===== src/rtl/fifo_buffer_if.sv =====
// Strobe/status bundle between control_fsm (master) and fifo_buffer (slave).
// wen/ren are per-cycle requests; accepted when the registered full/empty allow it.
interface fifo_buffer_if #(
  parameter int DATA_WIDTH = 8,
  parameter int ADDR_WIDTH = 3
);
  logic                  wen;
  logic                  ren;
  logic [DATA_WIDTH-1:0] data_in;
  logic [DATA_WIDTH-1:0] data_out;
  logic                  full;
  logic                  empty;
  logic [ADDR_WIDTH:0]   count;
  logic                  overflow;
  logic                  underflow;

  modport master (
    output wen, ren, data_in,
    input  data_out, full, empty, count, overflow, underflow
  );

  modport slave (
    input  wen, ren, data_in,
    output data_out, full, empty, count, overflow, underflow
  );
endinterface


===== src/rtl/fifo_buffer.sv =====
// Synchronous FIFO: register-array storage, wrapping pointers, registered
// full/empty/count status and one-cycle overflow/underflow pulses.
module fifo_buffer #(
  parameter int DATA_WIDTH = 8,
  parameter int ADDR_WIDTH = 3
) (
  input logic          clock,
  input logic          reset,
  fifo_buffer_if.slave bus
);
  localparam int DEPTH = 2 ** ADDR_WIDTH;
  localparam logic [ADDR_WIDTH:0]   FULL_COUNT = (ADDR_WIDTH + 1)'(DEPTH);
  localparam logic [ADDR_WIDTH:0]   CNT_ONE    = (ADDR_WIDTH + 1)'(1);
  localparam logic [ADDR_WIDTH-1:0] PTR_ONE    = ADDR_WIDTH'(1);

  logic [DATA_WIDTH-1:0] mem_q [DEPTH];

  logic [ADDR_WIDTH-1:0] wr_ptr_q, wr_ptr_d;
  logic [ADDR_WIDTH-1:0] rd_ptr_q, rd_ptr_d;
  logic [ADDR_WIDTH:0]   count_q, count_d;
  logic [DATA_WIDTH-1:0] data_out_q, data_out_d;
  logic                  full_q, full_d;
  logic                  empty_q, empty_d;
  logic                  overflow_q, overflow_d;
  logic                  underflow_q, underflow_d;

  logic wr_accept;
  logic rd_accept;

  // A write into a full FIFO is allowed when a read frees the oldest slot on the same edge.
  assign wr_accept = bus.wen && (!full_q || bus.ren);
  assign rd_accept = bus.ren && !empty_q;

  always_comb begin
    wr_ptr_d    = wr_ptr_q;
    rd_ptr_d    = rd_ptr_q;
    count_d     = count_q;
    data_out_d  = data_out_q;
    overflow_d  = bus.wen && full_q && !bus.ren;
    underflow_d = bus.ren && empty_q;

    if (wr_accept) wr_ptr_d = wr_ptr_q + PTR_ONE;
    if (rd_accept) begin
      rd_ptr_d   = rd_ptr_q + PTR_ONE;
      data_out_d = mem_q[rd_ptr_q];
    end

    if (wr_accept && !rd_accept)      count_d = count_q + CNT_ONE;
    else if (rd_accept && !wr_accept) count_d = count_q - CNT_ONE;

    full_d  = (count_d == FULL_COUNT);
    empty_d = (count_d == '0);
  end

  always_ff @(posedge clock or posedge reset) begin
    if (reset) begin
      wr_ptr_q    <= '0;
      rd_ptr_q    <= '0;
      count_q     <= '0;
      data_out_q  <= '0;
      full_q      <= 1'b0;
      empty_q     <= 1'b1;
      overflow_q  <= 1'b0;
      underflow_q <= 1'b0;
    end else begin
      wr_ptr_q    <= wr_ptr_d;
      rd_ptr_q    <= rd_ptr_d;
      count_q     <= count_d;
      data_out_q  <= data_out_d;
      full_q      <= full_d;
      empty_q     <= empty_d;
      overflow_q  <= overflow_d;
      underflow_q <= underflow_d;
    end
  end

  // Storage carries no reset; stale words are unreachable once the pointers clear.
  always_ff @(posedge clock) begin
    if (wr_accept) mem_q[wr_ptr_q] <= bus.data_in;
  end

  assign bus.data_out  = data_out_q;
  assign bus.full      = full_q;
  assign bus.empty     = empty_q;
  assign bus.count     = count_q;
  assign bus.overflow  = overflow_q;
  assign bus.underflow = underflow_q;
endmodule


===== src/flat_wrapper.sv =====
// flat-port wrapper written by rule: the top's interface ports become plain ports
module fifo_buffer_flat 
#(
  parameter int DATA_WIDTH = 8,
  parameter int ADDR_WIDTH = 3
)
  (clock, reset, bus_wen, bus_ren, bus_data_in, bus_data_out, bus_full, bus_empty, bus_count, bus_overflow, bus_underflow);
  fifo_buffer_if #(.DATA_WIDTH(DATA_WIDTH), .ADDR_WIDTH(ADDR_WIDTH)) bus_i ();
  input logic clock;
  input logic reset;
  input wire logic [$bits(bus_i.wen)-1:0] bus_wen;
  input wire logic [$bits(bus_i.ren)-1:0] bus_ren;
  input wire logic [$bits(bus_i.data_in)-1:0] bus_data_in;
  output wire logic [$bits(bus_i.data_out)-1:0] bus_data_out;
  output wire logic [$bits(bus_i.full)-1:0] bus_full;
  output wire logic [$bits(bus_i.empty)-1:0] bus_empty;
  output wire logic [$bits(bus_i.count)-1:0] bus_count;
  output wire logic [$bits(bus_i.overflow)-1:0] bus_overflow;
  output wire logic [$bits(bus_i.underflow)-1:0] bus_underflow;
  assign bus_i.wen = bus_wen;
  assign bus_i.ren = bus_ren;
  assign bus_i.data_in = bus_data_in;
  assign bus_data_out = bus_i.data_out;
  assign bus_full = bus_i.full;
  assign bus_empty = bus_i.empty;
  assign bus_count = bus_i.count;
  assign bus_overflow = bus_i.overflow;
  assign bus_underflow = bus_i.underflow;
  fifo_buffer #(.DATA_WIDTH(DATA_WIDTH), .ADDR_WIDTH(ADDR_WIDTH)) u_core (.clock(clock), .reset(reset), .bus(bus_i));
endmodule

===== config.mk =====
export PLATFORM = sky130hd
export DESIGN_NAME = fifo_buffer_flat
export DESIGN_NICKNAME = d
export VERILOG_FILES = /design/src/rtl/fifo_buffer_if.sv /design/src/rtl/fifo_buffer.sv /design/src/flat_wrapper.sv
export SDC_FILE = /design/constraint.sdc
export NUM_CORES = 1
export LEC_CHECK = 0
export ABC_CLOCK_PERIOD_IN_PS = 2100
export CORE_ASPECT_RATIO = 1.1
export CORE_MARGIN = 4
export CORE_UTILIZATION = 55
export DETAILED_ROUTE_END_ITERATION = 16
export PLACE_DENSITY = 0.76
export REMOVE_ABC_BUFFERS = 1
export SYNTH_ARGS = -nofsm -noshare
export SYNTH_HDL_FRONTEND = slang
export SYNTH_SLANG_ARGS = --single-unit
export TNS_END_PERCENT = 20

===== constraint.sdc =====
create_clock -name clock -period 2.1 [get_ports clock]
set_clock_uncertainty 0.05 [all_clocks]
set_input_delay 0.63 -clock clock [delete_from_list [all_inputs] [get_ports clock]]
set_output_delay 0.63 -clock clock [all_outputs]
set_load 0.03 [all_outputs]

Word level (Yosys, flattened, before mapping)
Memories as Yosys holds them, arrays and structs flattened. A register that Yosys moved wholly into a read port is not among the register bits.
Index checks and enable logic that the tools add are counted.
W data, S select, Z words.
{"block": "op_classes", "addsub": 4, "eq_ne": 1, "n_mux": 4, "reduce_logical": 14}
{"cell": "$mux W4", "n": 2}
{"cell": "$logic_and A1 B1 Y1", "n": 7}
{"cell": "$add A3 B1 Y3 const B", "n": 2}
{"cell": "$logic_not A1 Y1", "n": 5}
{"cell": "$add A4 B1 Y4 const B", "n": 1}
{"cell": "$eq A4 B4 Y1 const B", "n": 1}
{"cell": "$logic_not A4 Y1", "n": 1}
{"cell": "$sub A4 B1 Y4 const B", "n": 1}
{"cell": "$mux W1", "n": 2}
{"cell": "$logic_or A1 B1 Y1", "n": 1}
{"block": "totals", "register_bits": 14, "mem_bits_rw": 64, "input_bits": 12, "output_inout_bits": 16, "elab_cells": 31, "mem_count": 1}
{"memory": "u_core.mem_q", "words": 8, "width": 8, "read_ports": 1, "rd_clocked_by_memory_dff": 1, "wr": 1, "line_no": "fifo_buffer.sv:16", "rtl": "logic [DATA_WIDTH-1:0] mem_q [DEPTH];"}

Depth between registers and ports, before layout
Gate-level depths: netlist of the first run.
{"block": "depth", "word_depth": 8, "depth_mapped": 7, "depth_no_buf": 7}

Worst setup path after synthesis of the first run
OpenSTA, ideal clock, no wires.
{"block": "synth_timing", "kind": "input port to flip-flop", "from": "in bus_wen", "to": "mem u_core.mem_q[0][0], enable pin", "setup_ns": 0.395, "t_arrival_ns": 1.777, "required_ns": 1.655, "slack_ns": -0.122, "cell_stages": 3, "path_cell_list": "buf_2 > nand2_1 > nor4_1"}
{"block": "synth_between", "elab_chain_len": 3}
{"element": "start, declared", "line_no": "flat_wrapper.sv:11", "rtl": "input wire logic [$bits(bus_i.wen)-1:0] bus_wen;"}
{"element": "$logic_and A1 B1 Y1", "line_no": "fifo_buffer.sv:31", "rtl": "assign wr_accept = bus.wen && (!full_q || bus.ren);"}
{"element": "$mux W1", "line_no": "fifo_buffer.sv:79", "rtl": "if (wr_accept) mem_q[wr_ptr_q] <= bus.data_in;"}
{"element": "$mux W1 (implied by the code)", "line_no": "fifo_buffer.sv:79"}
{"element": "end, declared", "line_no": "fifo_buffer.sv:16"}
No other way between the ends.

Final worst setup path of the first run
{"block": "layout_timing", "from": "reg u_core.data_out_q[3], in the netlist u_core.bus.data_out[3], read port of u_core.mem_q", "to": "out bus_data_out[3]"}
{"element": "start, declared", "line_no": "fifo_buffer.sv:21", "rtl": "logic [DATA_WIDTH-1:0] data_out_q, data_out_d;"}
{"element": "end, declared", "line_no": "flat_wrapper.sv:14", "rtl": "output wire logic [$bits(bus_i.data_out)-1:0] bus_data_out;"}
No word-level cell between the ends.

==> reports/metrics.cfg, run 1 <==
[cts]
postCtsSetupBuffers = 0
clock_sinks = 86
cts_hold_buffers = 0
cts_root_buf = clkbuf_8
cts_buffers = 9
cts.repair.resized = 6
htree_levels = 3
clk_pin_slew_worst_paths_ns = 0.09
clk_path_buf_depth = 2
clock_latency_ns = 0.35
cts_tree = yes

[grt]
grt_pass1_wl_mm = 9.74
grt_max_degree = 23
grt_pass1_vias = 1801
grt-ovfl-total = 0
grt.total_usage = 0.173
antenna_found_initial = 0

[synth]
synth_top_area_frac = 0.552
syn_inst = 196
syn_area_sq_um = 3480
synthFlopType = edfxtp_1
yosys.cell_types.count = 39
asyncSetResetFlopFracSynth = 0.256
synth-seq-cells = 86
synth.area.top_cells = edfxtp_1 55%, dfrtp_1 15%, mux4_2 10%
ys_seq_area_frac = 0.711
post_synth.cell_area_avg_sq_um = 17.8
yosys.area.top_type = edfxtp_1
ys_warn_count = 0
synth_edf_count = 64

[worst_setup_path]
crit_slowest_cell = clkdlybuf4s50_1
slowest_delay_ns = 0.67
crit_chain = clkdlybuf4s50_1
required_ns = 1.42
worstPathMaxFanout = 2
cp_data_arrival_time_ns = 1.38
critPathKind = flop to primary output
path_buf_inv = 1
startpoint_type = flop
critPathTopFamily = buffers and inverters
crit_path_end_kind = primary output

[timing]
setup_tns_ns = 0
fmax_ghz = 0.486
rsz0062_at_grt = no
setup_viol = 0
period_share = 0.979
worstMarginPinSlew_ns = 0.579
layout_min_cycle_time_ns = 2.06
slew_violations = 0
relSlewSlack = 0.614
finalHoldViolations = 0

[detailed_routing]
routedWlPerCell_um = 18.5
drt_iter0_markers = 141
routed.top_layer = met4
wl_met2_mm = 3.26
met1_length_mm = 2.49
wl_mm = 6.12
ant_nets = 0
wl_met3_um = 320
vias = 1819
drtPass1Iterations = 4
drcViolationCount = 0
avgViaCountPerCell = 5.51

[cells_and_area]
nets = 261
antennaDiodeCount = 0
final_layout_size_suffix_gt1_frac = 0.252
area_delta_synth_final_pct = 20.5
final_common_cell = edfxtp_1
final_cell_mix = 64 x edfxtp_1, 21 x dfrtp_1, 19 x buf_4
n_fill_cell = 440
fin_area_sq_um = 4190

[placement]
portBuffers = 27
place_area_sq_um = 3960
dp_hpwl_mm = 4.06
globalplace.congestion = 0.816

[run_status]
outcome = completed

[floorplanning]
ios = 28
die_width_um = 83.9
dieArea_sq_um = 7670
start_util = 0.565
fp.coreArea_sq_um = 6160
std_cell_rows = 30
die-height_um = 91.4

[power_and_ir_drop]
power_density_nw_per_um2 = 1380
peakVddDrop_mv = 0.784
leakage_nw = 1.58

[worst_hold_path]
worstHoldPathType = flop to flop

[run]
maxCapViolations = 0

==> where the power goes <==
group / switching, mW / internal (mW) / leakage, nW
clock: 0.583 / 0.680 / 0.107
sequential: 0.321 / 2.23 / 0.847
combinational: 0.998 / 0.978 / 0.630
==> routing by layer <==
metal	GRT usage	up-vias
met5	0	-
met4	0.0684	0
met3	0.0426	6
met2	0.272	50
met1	0.234	910
li1	-	853
==> kinds of logic after synthesis <==
family | Yosys count | share of synthesized area
mux | 26 | 0.133
buf+inv | 14 | 0.0212
flops | 86 | 0.711
simple gates | 40 | 0.0600
xor+xnor | 6 | 0.0173
compound gates | 20 | 0.0435
fa+ha+maj | 4 | 0.0144
==> worst min-delay path, stage by stage (launching register included) <==
cell and delay, ns:
dfrtp_1 0.35, nand2_1 0.05, o21ai_1 0.06
==> cells in the mapped netlist (all sizes together) (3+ instances only) <==
cell    count
edfxtp     64
dfrtp      21
mux4       16
o21ai      11
nand2      10
buf         8
mux2i       8
nor2        8
nand2b      6
inv         5
nor3        5
ha          4
xnor2       4
a21oi       3
==> through the flow <==
stage           util  cells  worst slack, ns  hold WS [ns]  total power [mW]
2_1_floorplan      -    187           -0.121         0.468              3.83
4_1_cts        0.678    330           0.0119         0.444              5.85
6_report       0.681    330           0.0444         0.438              5.79
3_5_place_dp   0.643    314           -0.329         0.426              4.63
5_1_grt        0.681    330        0.0000629         0.474              6.12
3_3_place_gp   0.643    314           -0.292         0.417              4.57
==> final timing paths <==
kind                                        startpoint                     end  slack [ns]  cells past startpoint
worst max-delay path            u_core.bus.data_out[3]         bus_data_out[3]        0.04                      1
worst min-delay path            u_core.bus.data_out[2]  u_core.bus.data_out[2]        0.44                      2
worst max register to register     u_core.bus.count[1]        u_core.bus.empty        0.29                      7
worst min register to register  u_core.bus.data_out[2]  u_core.bus.data_out[2]        0.44                      2
max in group asynchronous                        reset        u_core.bus.empty        1.14                      3
min in group asynchronous                        reset      u_core.rd_ptr_q[0]        0.56                      3
==> layout make-up <==
cell class	count	area (sq um)	share of cell area
clock inverter	6	93.8	0.0224
multi-input combinational	96	945	0.225
sequential	86	2470	0.590
timing repair buffer	47	435	0.104
tap	80	100	0.0239
clock buffer	10	128	0.0304
inverter	5	18.8	0.00447
==> state kept, by name (all words and copies together), names as in the netlist <==
signal,flops
u_core.rd_ptr_q,3
u_core.bus.full,1
u_core.bus.empty,1
u_core.bus.underflow,1
u_core.wr_ptr_q,3
u_core.bus.overflow,1
u_core.bus.count,4
u_core.mem_q,64
u_core.bus.data_out,8
No activity file was read; power rests on OpenSTA's default activity.
==> run 2: changes to the inputs <==
Settings changed: ABC_CLOCK_PERIOD_IN_PS 2100 to 2600, CTS_CLUSTER_SIZE set to 12, SKIP_CTS_REPAIR_TIMING set to 1.
Clock period 2.1 ns to 2.6 ns, I/O delays scaled along.
==> reports/metrics.cfg, run 2 (synthesis gave the netlist of run 1 again) <==
[worst_setup_path]
critPathTopFamily = buffers and inverters
worstSetupStartpoint = u_core.bus.empty
endpoint = bus_empty
reg2reg_setup_slack_ns = 0.71
reg2reg_from = u_core.bus.count[1]
path_buf_inv = 1
worstPathMaxFanout = 5
startpoint_type = flop
slowest_delay_ns = 0.68
crit_path_end_kind = primary output
crit_slowest_cell = clkdlybuf4s50_1
critPathKind = flop to primary output
r2r_cells = 7
required_ns = 1.77
worstSetupPathDepth = 1
crit_chain = clkdlybuf4s50_1
worstReg2RegEnd = u_core.bus.full
cp_data_arrival_time_ns = 1.59

[cts]
cts_root_buf = clkbuf_8
cts_buffers = 9
clock_sinks = 86
clk_path_buf_depth = 2
cts_tree = yes
htree_levels = 3
clock_latency_ns = 0.34
clk_pin_slew_worst_paths_ns = 0.08

[cells_and_area]
instances_no_fill = 323
final_cell_mix = 64 x edfxtp_1, 27 x clkdlybuf4s50_1, 21 x dfrtp_1
final_layout_size_suffix_gt1_frac = 0.226
final_util = 0.665
regMostFlops = u_core.mem_q
final_common_cell = edfxtp_1
antennaDiodeCount = 0
nets = 254
n_fill_cell = 442
largest_reg_flops = 64
fin_area_sq_um = 4090
area_delta_synth_final_pct = 17.5

[timing]
fmax_ghz = 0.414
setup_viol = 0
layout_min_cycle_time_ns = 2.42
fin_ws_ns = 0.184
holdWs_ns = 0.436
finalHoldViolations = 0
worstMarginPinSlew_ns = 0.787
period_share = 0.929
setup_tns_ns = 0
relSlewSlack = 0.475
slew_violations = 0
rsz0062_at_grt = no

[power_and_ir_drop]
leakage_nw = 1.47
peakVddDrop_mv = 0.665
power_density_nw_per_um2 = 1100
power.total_mw = 4.52

[grt]
grt_max_degree = 23
grt_pass1_vias = 1830
grt-ovfl-total = 0
grt_pass1_wl_mm = 9.62
grt.total_usage = 0.167
antenna_found_initial = 0

[run_status]
outcome = completed

[placement]
dp_hpwl_mm = 3.87
place_area_sq_um = 3890
globalplace.congestion = 0.872
portBuffers = 27
dp_slack_ns = -0.00119
dp.cells = 307

[floorplanning]
die_width_um = 83.9
dieArea_sq_um = 7670
die-height_um = 91.4
ios = 28
fp.coreArea_sq_um = 6160
start_util = 0.565
std_cell_rows = 30

[detailed_routing]
ant_nets = 0
drcViolationCount = 0
avgViaCountPerCell = 5.46
drtPass1Iterations = 4
wl_mm = 5.72
vias = 1764
routedWlPerCell_um = 17.7
drt_iter0_markers = 112

[worst_hold_path]
worstHoldPathType = flop to flop

[run]
maxCapViolations = 0

## run 2: worst min-delay path by stage
stage	start	endpoint	slack (ns)	cells past startpoint
floorplan	u_core.wr_ptr_q[2]	u_core.wr_ptr_q[2]	0.47	1
global placement	u_core.bus.data_out[2]	u_core.bus.data_out[2]	0.42	2
detailed placement	u_core.bus.data_out[2]	u_core.bus.data_out[2]	0.43	2
CTS	u_core.bus.data_out[2]	u_core.bus.data_out[2]	0.44	2
global route	u_core.bus.data_out[2]	u_core.bus.data_out[2]	0.47	2
finish	u_core.bus.data_out[2]	u_core.bus.data_out[2]	0.44	2
## run 2: layer usage
layer	share of wire	vias to the layer above	wire, um	track usage
met5	0	-	0	0
met4	0.013	0	76	0.0643
met3	0.036	7	206	0.0354
met2	0.51	33	2910	0.267
met1	0.44	889	2520	0.225
li1	-	835	-	-
## run 2: area by class of cell
type,instances,area [sq um],area share
clock buffer,10,128,0.0312
multi-input combinational,96,933,0.228
clock inverter,6,70.1,0.0171
timing repair buffer,40,368,0.0899
tap,80,100,0.0245
inverter,5,18.8,0.00459
sequential,86,2470,0.605
## run 2: power breakdown
part,leakage (nW),switching [mW],internal [mW]
sequential,0.847,0.265,1.80
combinational,0.529,0.777,0.772
clock,0.0895,0.457,0.450
## run 2: worst reg2reg max path, delay by kind of cell (launching register included)
family,cells,cell delay [ns]
buf+inv,1,0.12
xor+xnor,1,0.18
fa+ha+maj,1,0.14
flops,1,0.48
compound gates,2,0.30
simple gates,2,0.56
==> run 3: changes to the inputs <==
Settings changed: CORE_ASPECT_RATIO 1.1 to 0.9.
==> reports/metrics.cfg, run 3 (synthesis gave the netlist of run 1 again) <==
[run_status]
outcome = completed

[worst_setup_path]
reg2reg_from = u_core.bus.count[1]
worstReg2RegEnd = u_core.bus.empty
r2r_cells = 7
crit_path_end_kind = primary output
path_buf_inv = 1
crit_chain = clkdlybuf4s50_1
reg2reg_setup_slack_ns = 0.81
crit_slowest_cell = clkdlybuf4s50_1
critPathTopFamily = buffers and inverters
startpoint_type = flop
cp_data_arrival_time_ns = 1.60
worstPathMaxFanout = 5
slowest_delay_ns = 0.68
required_ns = 1.77
critPathKind = flop to primary output

[cells_and_area]
final_layout_size_suffix_gt1_frac = 0.249
regMostFlops = u_core.mem_q
final_util = 0.682
area_delta_synth_final_pct = 19.8
n_fill_cell = 419
nets = 260
largest_reg_flops = 64
final_common_cell = edfxtp_1
final_cell_mix = 64 x edfxtp_1, 27 x clkdlybuf4s50_1, 21 x dfrtp_1
antennaDiodeCount = 0

[detailed_routing]
drcViolationCount = 0
wl_mm = 5.85
ant_nets = 0
routedWlPerCell_um = 17.4
drt_iter0_markers = 132
drtPass1Iterations = 4
avgViaCountPerCell = 5.32
vias = 1786

[timing]
worstMarginPinSlew_ns = 0.783
setup_viol = 0
finalHoldViolations = 0
fin_ws_ns = 0.169
slew_violations = 0
holdWs_ns = 0.438
relSlewSlack = 0.478
layout_min_cycle_time_ns = 2.43
rsz0062_at_grt = no
fmax_ghz = 0.411
period_share = 0.935
setup_tns_ns = 0

[grt]
grt_pass1_vias = 1870
grt_max_degree = 23
grt.total_usage = 0.175
antenna_found_initial = 0
grt-ovfl-total = 0
grt_pass1_wl_mm = 9.98

[placement]
dp_slack_ns = 0.0354
portBuffers = 27
globalplace.congestion = 0.851
dp_hpwl_mm = 3.95

[floorplanning]
dieArea_sq_um = 7670
std_cell_rows = 27
fp.coreArea_sq_um = 6110
die-height_um = 83.5
die_width_um = 91.9
ios = 28
start_util = 0.569

[power_and_ir_drop]
power_density_nw_per_um2 = 1110
seq_power_share = 0.447
combPwrFrac = 0.338
peakVddDrop_mv = 0.508
cellInternalPower_mw = 3.13
p_sw_mw = 1.51
power.total_mw = 4.64
clockPowerShare = 0.216
p_sw_frac = 0.325
leakage_nw = 1.51

[cts]
cts_tree = yes
cts_buffers = 9
htree_levels = 3
clk_pin_slew_worst_paths_ns = 0.08
clock_latency_ns = 0.35
clock_sinks = 86
cts_root_buf = clkbuf_8
clk_path_buf_depth = 2

[run]
maxCapViolations = 0

[worst_hold_path]
min_to = u_core.bus.data_out[3]
hp-start = u_core.bus.data_out[3]
hold_depth = 2
worstHoldPathType = flop to flop

## run 3: cell count changes in the layout (fill, tap and decap cells not counted), sizes merged
| cell | change |
|---|---|
| buf | +6 |
| bufinv | +1 |
| clkbuf | -1 |
| clkinv | +2 |
| clkinvlp | -1 |
| inv | -1 |
## run 3: tightest hold or removal path: cells and delay by family (launching register included)
family / cells / cell delay (ns)
AO/OA/AOI/OAI: 1 / 0.06
flip-flops: 1 / 0.35
AND/OR/NAND/NOR: 1 / 0.05
## run 3: worst max path at each step
stage	cells after the start	endpoint	start
global placement	5	u_core.mem_q[0][2]	bus_ren
detailed placement	5	u_core.mem_q[0][2]	bus_ren
floorplan	3	u_core.mem_q[0][0]	bus_ren
finish	1	bus_empty	u_core.bus.empty
global route	1	bus_empty	u_core.bus.empty
CTS	1	bus_empty	u_core.bus.empty
## run 3: final cells by class
class	instances	area [sq um]	share of cell area
flip-flops and latches	86	2470	0.593
clock buffers	9	124	0.0297
multi-input cells	96	933	0.224
clock inverters	7	97.6	0.0234
well taps	87	109	0.0261
inverters	5	18.8	0.00450
repair buffers	46	413	0.0990
## run 3: through the flow
step,cells,area [sq um]
after floorplan,187,3430
after global placement,320,3950
after detailed placement,320,3950
after CTS,336,4170
after global routing,336,4170
final,336,4170
## run 3: power groups by stage
stage               clock network (mW)  registers, mW  logic [mW]
detailed placement                   0           2.10        1.59
finish                            1.00           2.07        1.57
global placement                     0           2.09        1.56
global route                      1.10           2.12        1.72
floorplan                            0           2.31       0.788
CTS                               1.02           2.08        1.60
## run 3: metal layers
metal	part of all wire	up-vias	GRT usage
met3	0.039	10	0.0478
met5	0	-	0
met2	0.48	33	0.263
met4	0.015	0	0.0607
li1	-	849	-
met1	0.47	894	0.249
